===== config.mk =====
export PLATFORM = sky130hd
export DESIGN_NAME = arp_receiver_flat
export DESIGN_NICKNAME = d
export VERILOG_FILES = /design/src/rtl/arp_receiver_if.sv /design/src/rtl/arp_receiver.sv /design/src/flat_wrapper.sv
export SDC_FILE = /design/constraint.sdc
export NUM_CORES = 1
export LEC_CHECK = 0
export ABC_CLOCK_PERIOD_IN_PS = 5040
export BUFFER_PORTS_ARGS = -buffer_cell sky130_fd_sc_hd__buf_4
export CAP_MARGIN = 10
export CELL_PAD_IN_SITES_DETAIL_PLACEMENT = 0
export CELL_PAD_IN_SITES_GLOBAL_PLACEMENT = 1
export CORE_MARGIN = 3
export CORE_UTILIZATION = 46
export CTS_BUF_LIST = sky130_fd_sc_hd__clkbuf_4
export CTS_CLUSTER_DIAMETER = 200
export DETAILED_ROUTE_END_ITERATION = 8
export PLACE_DENSITY_LB_ADDON = 0.1
export SLEW_MARGIN = 20
export SYNTH_ARGS = -nofsm -noshare
export SYNTH_HDL_FRONTEND = slang
export SYNTH_SLANG_ARGS = --single-unit

===== constraint.sdc =====
create_clock -name clk -period 5.04 [get_ports clk]
set_input_delay 0.252 -clock clk [delete_from_list [all_inputs] [get_ports clk]]
set_output_delay 0.252 -clock clk [all_outputs]
set_load 0.01 [all_outputs]

===== src/rtl/arp_receiver_if.sv =====
// ARP frame type plus the MAC RX stream / request handshake bundle used by arp_receiver.
// The package sits here so that it is compiled before the interface that uses its frame type.
package arp_pkg;
    localparam int lp_ARP_FRM_SZ = 42;

    typedef struct packed {
        logic [47:0] dst_mac;
        logic [47:0] src_mac;
        logic [15:0] ethertype;
        logic [15:0] hw_type;
        logic [15:0] proto_type;
        logic [7:0]  hw_len;
        logic [7:0]  proto_len;
        logic [15:0] opcode;
        logic [47:0] sender_mac;
        logic [31:0] sender_ip;
        logic [47:0] target_mac;
        logic [31:0] target_ip;
    } ether_arp_frame_t;
endpackage

interface arp_receiver_if;
    import arp_pkg::*;

    logic [7:0]       mac_data_i;
    logic             mac_valid_i;
    logic             mac_last_i;
    ether_arp_frame_t arp_req_pkt_o;
    logic             arp_req_pkt_valid_o;
    logic             arp_req_pkt_ack_i;

    // master: MAC + downstream consumer side; slave: the receiver itself
    modport master (
        output mac_data_i, mac_valid_i, mac_last_i, arp_req_pkt_ack_i,
        input  arp_req_pkt_o, arp_req_pkt_valid_o
    );

    modport slave (
        input  mac_data_i, mac_valid_i, mac_last_i, arp_req_pkt_ack_i,
        output arp_req_pkt_o, arp_req_pkt_valid_o
    );
endinterface


===== src/rtl/arp_receiver.sv =====
// Assembles the 42-byte Ethernet+ARP header from the MAC RX stream, filters ARP requests
// for our IP and hands them to the sender through a one-entry valid/ack holding register.
module arp_receiver
    import arp_pkg::*;
(
    input  logic                clk,
    input  logic                rst_n,
    input  logic [47:0]         hw_addr_i,
    input  logic [31:0]         ip_addr_i,
    arp_receiver_if.slave       rx_if,
    output logic [15:0]         rx_arp_cnt_o,
    output logic [15:0]         rx_drop_cnt_o
);

    localparam logic [1:0] ST_IDLE  = 2'd0;
    localparam logic [1:0] ST_RECV  = 2'd1;
    localparam logic [1:0] ST_CHECK = 2'd2;
    localparam logic [1:0] ST_DRAIN = 2'd3;

    localparam logic [5:0] LP_LAST_IDX = 6'(lp_ARP_FRM_SZ - 1);

    logic [1:0]       state_q, state_d;
    logic [5:0]       rx_byte_cnt_q, rx_byte_cnt_d;
    logic             last_seen_q, last_seen_d;
    ether_arp_frame_t frame_q, frame_d;
    ether_arp_frame_t pkt_q, pkt_d;
    logic             pkt_valid_q, pkt_valid_d;
    logic [15:0]      rx_arp_cnt_q, rx_arp_cnt_d;
    logic [15:0]      rx_drop_cnt_q, rx_drop_cnt_d;

    logic byte_en;
    logic byte_last;
    logic filter_pass;

    assign byte_en   = rx_if.mac_valid_i;
    assign byte_last = rx_if.mac_valid_i & rx_if.mac_last_i;

    assign filter_pass = (frame_q.ethertype  == 16'h0806) &&
                         (frame_q.hw_type    == 16'h0001) &&
                         (frame_q.proto_type == 16'h0800) &&
                         (frame_q.hw_len     == 8'd6)     &&
                         (frame_q.proto_len  == 8'd4)     &&
                         (frame_q.opcode     == 16'h0001) &&
                         (frame_q.target_ip  == ip_addr_i) &&
                         ((frame_q.dst_mac == 48'hFFFF_FFFF_FFFF) || (frame_q.dst_mac == hw_addr_i));

    // Bytes arrive strictly in order, so shifting in at the LSB leaves byte 0 at the MSB
    // once all 42 bytes are in; a new frame always overwrites the full width.
    always_comb begin
        state_d       = state_q;
        rx_byte_cnt_d = rx_byte_cnt_q;
        last_seen_d   = last_seen_q;
        frame_d       = frame_q;

        if (byte_en && ((state_q == ST_IDLE) || (state_q == ST_RECV))) begin
            frame_d = ether_arp_frame_t'({frame_q[327:0], rx_if.mac_data_i});
        end

        case (state_q)
            ST_IDLE: begin
                if (byte_en) begin
                    rx_byte_cnt_d = byte_last ? 6'd0 : 6'd1;
                    state_d       = byte_last ? ST_IDLE : ST_RECV;
                end
            end
            ST_RECV: begin
                if (byte_en) begin
                    if (rx_byte_cnt_q == LP_LAST_IDX) begin
                        state_d       = ST_CHECK;
                        last_seen_d   = rx_if.mac_last_i;
                        rx_byte_cnt_d = 6'd0;
                    end else if (rx_if.mac_last_i) begin
                        state_d       = ST_IDLE;
                        rx_byte_cnt_d = 6'd0;
                    end else begin
                        rx_byte_cnt_d = rx_byte_cnt_q + 6'd1;
                    end
                end
            end
            ST_CHECK: begin
                // A last on the padding byte in this cycle also ends the frame.
                state_d     = (last_seen_q || byte_last) ? ST_IDLE : ST_DRAIN;
                last_seen_d = 1'b0;
            end
            ST_DRAIN: begin
                if (byte_last) begin
                    state_d = ST_IDLE;
                end
            end
            default: begin
                state_d = ST_IDLE;
            end
        endcase
    end

    // A load on the same edge as an ack wins, so valid stays high with the new frame.
    always_comb begin
        pkt_d         = pkt_q;
        pkt_valid_d   = pkt_valid_q;
        rx_arp_cnt_d  = rx_arp_cnt_q;
        rx_drop_cnt_d = rx_drop_cnt_q;

        if (rx_if.arp_req_pkt_ack_i && pkt_valid_q) begin
            pkt_valid_d = 1'b0;
        end

        if ((state_q == ST_CHECK) && filter_pass) begin
            if (!pkt_valid_q || rx_if.arp_req_pkt_ack_i) begin
                pkt_d        = frame_q;
                pkt_valid_d  = 1'b1;
                rx_arp_cnt_d = rx_arp_cnt_q + 16'd1;
            end else begin
                rx_drop_cnt_d = rx_drop_cnt_q + 16'd1;
            end
        end
    end

    always_ff @(posedge clk) begin
        if (!rst_n) begin
            state_q       <= ST_IDLE;
            rx_byte_cnt_q <= 6'd0;
            last_seen_q   <= 1'b0;
            frame_q       <= '0;
            pkt_q         <= '0;
            pkt_valid_q   <= 1'b0;
            rx_arp_cnt_q  <= 16'd0;
            rx_drop_cnt_q <= 16'd0;
        end else begin
            state_q       <= state_d;
            rx_byte_cnt_q <= rx_byte_cnt_d;
            last_seen_q   <= last_seen_d;
            frame_q       <= frame_d;
            pkt_q         <= pkt_d;
            pkt_valid_q   <= pkt_valid_d;
            rx_arp_cnt_q  <= rx_arp_cnt_d;
            rx_drop_cnt_q <= rx_drop_cnt_d;
        end
    end

    assign rx_if.arp_req_pkt_o       = pkt_q;
    assign rx_if.arp_req_pkt_valid_o = pkt_valid_q;
    assign rx_arp_cnt_o              = rx_arp_cnt_q;
    assign rx_drop_cnt_o             = rx_drop_cnt_q;

endmodule


===== src/flat_wrapper.sv =====
// flat-port wrapper written by rule: the top's interface ports become plain ports
module arp_receiver_flat import arp_pkg::*;
  (clk, rst_n, hw_addr_i, ip_addr_i, rx_arp_cnt_o, rx_drop_cnt_o, rx_if_mac_data_i, rx_if_mac_valid_i, rx_if_mac_last_i, rx_if_arp_req_pkt_ack_i, rx_if_arp_req_pkt_o, rx_if_arp_req_pkt_valid_o);
  arp_receiver_if rx_if_i ();
  input  logic clk;
  input  logic rst_n;
  input  logic [47:0] hw_addr_i;
  input  logic [31:0] ip_addr_i;
  output logic [15:0] rx_arp_cnt_o;
  output logic [15:0] rx_drop_cnt_o;
  input wire logic [$bits(rx_if_i.mac_data_i)-1:0] rx_if_mac_data_i;
  input wire logic [$bits(rx_if_i.mac_valid_i)-1:0] rx_if_mac_valid_i;
  input wire logic [$bits(rx_if_i.mac_last_i)-1:0] rx_if_mac_last_i;
  input wire logic [$bits(rx_if_i.arp_req_pkt_ack_i)-1:0] rx_if_arp_req_pkt_ack_i;
  output wire logic [$bits(rx_if_i.arp_req_pkt_o)-1:0] rx_if_arp_req_pkt_o;
  output wire logic [$bits(rx_if_i.arp_req_pkt_valid_o)-1:0] rx_if_arp_req_pkt_valid_o;
  assign rx_if_i.mac_data_i = rx_if_mac_data_i;
  assign rx_if_i.mac_valid_i = rx_if_mac_valid_i;
  assign rx_if_i.mac_last_i = rx_if_mac_last_i;
  assign rx_if_i.arp_req_pkt_ack_i = rx_if_arp_req_pkt_ack_i;
  assign rx_if_arp_req_pkt_o = rx_if_i.arp_req_pkt_o;
  assign rx_if_arp_req_pkt_valid_o = rx_if_i.arp_req_pkt_valid_o;
  arp_receiver u_core (.clk(clk), .rst_n(rst_n), .hw_addr_i(hw_addr_i), .ip_addr_i(ip_addr_i), .rx_if(rx_if_i), .rx_arp_cnt_o(rx_arp_cnt_o), .rx_drop_cnt_o(rx_drop_cnt_o));
endmodule

# Word-level counts from Yosys, hierarchy flattened
# Index checks and enable logic that the tools add are counted.
# word_totals
wordCells	96
register_bits	714
input_bits	93
output_inout_bits	369
# classes
mux	20
n_bitwise	2
add_sub_neg	3
n_eq_ne	18
reduce_logical	23
# ops
operator	n
48-bit equality test	1
48-bit equality test (second input constant)	1
16-bit by 1-bit adder with 16-bit output (second input constant)	2
16-bit by 1-bit equality test with 1-bit output (second input constant)	2
16-bit by 12-bit equality test with 1-bit output (second input constant)	2
32-bit equality test	1
6-bit 2-to-1 mux	4
8-bit by 3-bit equality test with 1-bit output (second input constant)	2
2-bit 2-to-1 mux	6
6-bit one-hot mux with 2 select lines	1
1-bit logical AND	10
2-bit one-hot mux with 4 select lines	1
1-bit 2-to-1 mux	7
6-bit by 1-bit adder with 6-bit output (second input constant)	1
6-bit equality test (second input constant)	1
2-bit inequality test (second input constant)	3
3-bit AND reduction	2
2-bit equality test (second input constant)	2
1-bit logical OR	4
2-bit AND reduction	2
4-bit AND reduction	1
2-bit nonzero test	2
3-bit inequality test (second input constant)	1
2-bit by 1-bit equality test with 1-bit output (second input constant)	1
other kinds (6)	6

# Longest topological paths before layout
# depth
depth_word	10
ltp_mapped	10
depth_no_buf	7

# Least setup slack after synthesis
# Ideal clock, no wire load.
# synth_path
path_type	register -> register
from	register u_core.frame_q[176] in the netlist's numbering
to	register u_core.pkt_q, in the netlist u_core.rx_if.arp_req_pkt_o[24]
arrival_time_ps	2390
path_stages_with_launch	10
slack_ps	2579
required_time_ps	4970
cell_sequence	dfxtp_1 nor4b_1 nand4_1 nor4_1 nand4_1 nor4_2 buf_2 buf_2 nand2_1 a21oi_1
# synth_between
elab_chain_len	7
# synth_lines
element	line	rtl
start: declaration	arp_receiver.sv:25	ether_arp_frame_t frame_q, frame_d;
start signal: assignment	arp_receiver.sv:132	frame_q <= frame_d;
8-bit by 3-bit equality test with 1-bit output	arp_receiver.sv:42	(frame_q.proto_len == 8'd4) &&
1-bit logical AND	arp_receiver.sv:41	(frame_q.hw_len == 8'd6) &&
1-bit logical AND	arp_receiver.sv:42	
1-bit logical AND	arp_receiver.sv:43	(frame_q.opcode == 16'h0001) &&
1-bit logical AND	arp_receiver.sv:44	(frame_q.target_ip == ip_addr_i) &&
1-bit logical AND	arp_receiver.sv:107	if ((state_q == ST_CHECK) && filter_pass) begin
2-bit AND reduction (no line)	n/a	
end signal: assignment	arp_receiver.sv:133	pkt_q <= pkt_d;
end: declaration	arp_receiver.sv:26	ether_arp_frame_t pkt_q, pkt_d;
# Every way passes these cells.
# A chain may end at the register's enable or synchronous reset.

# Worst setup path in the final report
# layout_path
from	register u_core.frame_q[211] in the netlist's numbering
to	register u_core.pkt_q, in the netlist u_core.rx_if.arp_req_pkt_o[112]
# layout_between
elab_chain_len	10
# layout_lines
element	line	rtl
16-bit by 1-bit equality test with 1-bit output	arp_receiver.sv:39	(frame_q.hw_type == 16'h0001) &&
1-bit logical AND	arp_receiver.sv:38	assign filter_pass = (frame_q.ethertype == 16'h0806) &&
1-bit logical AND	arp_receiver.sv:39	
1-bit logical AND	arp_receiver.sv:40	(frame_q.proto_type == 16'h0800) &&
1-bit logical AND	arp_receiver.sv:41	
1-bit logical AND	arp_receiver.sv:42	
1-bit logical AND	arp_receiver.sv:43	
1-bit logical AND	arp_receiver.sv:44	
1-bit logical AND	arp_receiver.sv:107	
2-bit AND reduction (no line)	n/a	
# Every way passes these cells.

==> results.yml <==
die:
  fp.dieArea_sq_um: 58150
  core_sq_um: 54240
  rows: 85
  start_util: 0.4689
  die_x_um: 241.1
  ios: 462
  die_y_um: 241.1
placed_design:
  gp_congestion: 0.9141
  place_ws_ns: 1.237
  port-buffer-count: 461
  dp_hpwl_mm: 50.97
clock_tree:
  clkSlewWorstSetupHoldPaths_ns: 0.06
  numCtsBuffers: 182
  root_buffer: "clkbuf_4"
  cts_max_path_buffers: 3
  clkLatencyLatePin_ns: 1.00
  htree_levels: 4
  postCtsSetupRepairBufs: 0
  cts_sinks: 714
  cts_tree: "done"
layout:
  fillers: 5135
  regArea_sq_um: 14290
  drive_gt1_frac: 0.2057
  area_growth_pct: 24.75
  layout.nets: 3720
  final_cell_mix: "1205 x nand2_1, 714 x dfxtp_1, 618 x a21oi_1"
  multi_input_area_sq_um: 10220
  final_common_cell: "nand2_1"
timing:
  layout_setup_ws_ns: 0.9754
  period_needed_ns: 4.065
  worstMarginPinSlew_ns: 1.040
  rsz0062_at_grt: "no"
  finalCritPeriodShare: 0.8065
  finalHoldViolCount: 0
  slew_headroom: 0.3064
  drv_slew: 0
  fin_skew_ns: 0.04737
  setup_viol: 0
  timing.setup.tns_ns: 0
  fmax_mhz: 246.0
power_and_ir_drop:
  vdd_drop_max_mv: 0.2129
  p_total_mw: 10.89
  p_leak_nw: 12.12
  p_per_area_nw_per_um2: 343.3
route:
  vias: 23236
  drt_wl_total_mm: 77.82
  drtIter0Drc: 1601
  ant_nets: 0
  drc: 0
  firstDrtPassIters: 5
  post_drt_wl_per_cell_um: 17.46
  vias_per_cell: 5.213
critical_path:
  cp_data_arrival_time_ns: 4.95
  worst-endpoint-required_ns: 5.92
  critical_path.endpoint_type: "register"
  cp_max_fo: 173
  crit_type: "register to register"
  start_kind: "register"
logic_synthesis:
  syn_area_sq_um: 25430
  yosys.cell_types.count: 47
  synthesis.nets: 3255
  yosys.area.top_type: "dfxtp_1"
  synth.top_cell.area_share: 0.5620
  ys_top_cells_by_area: "dfxtp_1 56%, nand2_1 18%, a21oi_1 12%, clkbuf_1 2.8%, xor2_1 2.0%"
  postSynthAreaPerCell_sq_um: 8.054
  syn-instance-count: 3158
  synth-seq-area-share: 0.5620
  synthArstFlopShare: 0
  ys_ff_latch: 714
  synth_edf_count: 0
  synthFlopType: "dfxtp_1"
  ys_warn_count: 0
grt:
  gr-total-overflow: 0
  antenna_found_initial: 5
  grt_pass1_wl_mm: 118.3
  grt_max_degree: 179
  grt_pass1_vias: 21916
  grt_use_total: 0.2571
min_path:
  hold_class: "input port to register"
flow_run:
  max_cap_viol_count: 0
status:
  status: "completed"
==> state kept, by name, summed over array words and instances (netlist names) <==
register / cells
u_core.rx_if.arp_req_pkt_valid_o: 1
u_core.rx_if.arp_req_pkt_o: 336
u_core.rx_drop_cnt_o: 16
u_core.frame_q: 336
u_core.last_seen_q: 1
u_core.rx_arp_cnt_o: 16
u_core.rx_byte_cnt_q: 6
u_core.state_q: 2
==> metrics by stage <==
step | hold WS, ns | util | std cells | area (sq um)
final | 0.1141 | 0.5850 | 4457 | 31730
after global routing | 0.06550 | 0.5849 | 4456 | 31730
after CTS | 0.005296 | 0.5845 | 4449 | 31710
after detailed placement | 0.4456 | 0.5376 | 4110 | 29160
after global placement | 0.4402 | 0.5376 | 4110 | 29160
after floorplan | 0.3880 | - | 3158 | 25430
==> Yosys cell counts, types with 7 or more instances <==
library cell,count
nand2_1,1206
dfxtp_1,714
a21oi_1,618
clkbuf_1,190
and3_1,78
xor2_1,58
nor2_1,36
nor4_1,35
nand4_1,34
buf_2,25
xnor2_1,22
inv_1,19
o21ai_0,18
or3_1,13
nand3_1,11
nor4b_1,10
o31ai_1,9
buf_1,7
or4_1,7
==> cell type report <==
class	instances	area share
sequential	714	0.4505
multi-input combinational	2202	0.3223
timing repair buffer	503	0.1243
clock buffer	274	0.06483
tap	696	0.02745
clock inverter	40	0.007492
inverter	20	0.002603
antenna	8	0.0006309
==> power breakdown <==
group | switching [mW] | internal [mW]
sequential | 0.0120 | 5.65
combinational | 0.230 | 0.101
clock | 2.29 | 2.61
total | 2.53 | 8.36
==> final timing paths <==
path,depth (start not counted),from,endpoint,slack (ns)
worst min-delay path,8,ip_addr_i[16],u_core.rx_drop_cnt_o[6],0.11
worst max-delay path,9,u_core.frame_q[211],u_core.rx_if.arp_req_pkt_o[112],0.98
worst max register to register,9,u_core.frame_q[211],u_core.rx_if.arp_req_pkt_o[112],0.98
worst min register to register,2,u_core.frame_q[102],u_core.frame_q[110],0.45
==> cell families (layout without fill, tap and decap cells) <==
| logic type | count (synthesis) | after routing | synth area share |
|---|---|---|---|
| simple gates | 1453 | 1453 | 0.2373 |
| flops | 714 | 714 | 0.5620 |
| compound gates | 664 | 664 | 0.1339 |
| buf+inv | 242 | 837 | 0.03694 |
| xor+xnor | 80 | 80 | 0.02755 |
| fa+ha+maj | 4 | 4 | 0.001968 |
| mux | 1 | 1 | 0.0003936 |
| other cells | 0 | 8 | 0 |
==> worst max-delay path, cell delays in order (launching register included) <==
cell and delay (ns):
dfxtp_1 0.33, nor4_1 0.34, nand4_1 0.13, dlygate4sd3_1 0.56, nor4_1 0.64, nand2_1 0.36, nor4_4 0.38, buf_12 0.50
nand2_1 0.21, a21oi_1 0.18
==> per-layer routing <==
metal  share of wire  global-route usage
met5               0                   0
met4           0.031              0.1119
met3           0.072             0.07256
met2            0.47              0.4113
met1            0.43              0.3259
==> timing repair <==
| item | 4_1_cts | 5_1_grt |
|---|---|---|
| resized for setup | 0 | 0 |
| hold buffers | 25 | 0 |
| hold endpoints to repair | 129 | 0 |
(Power assumes the default switching activity.)
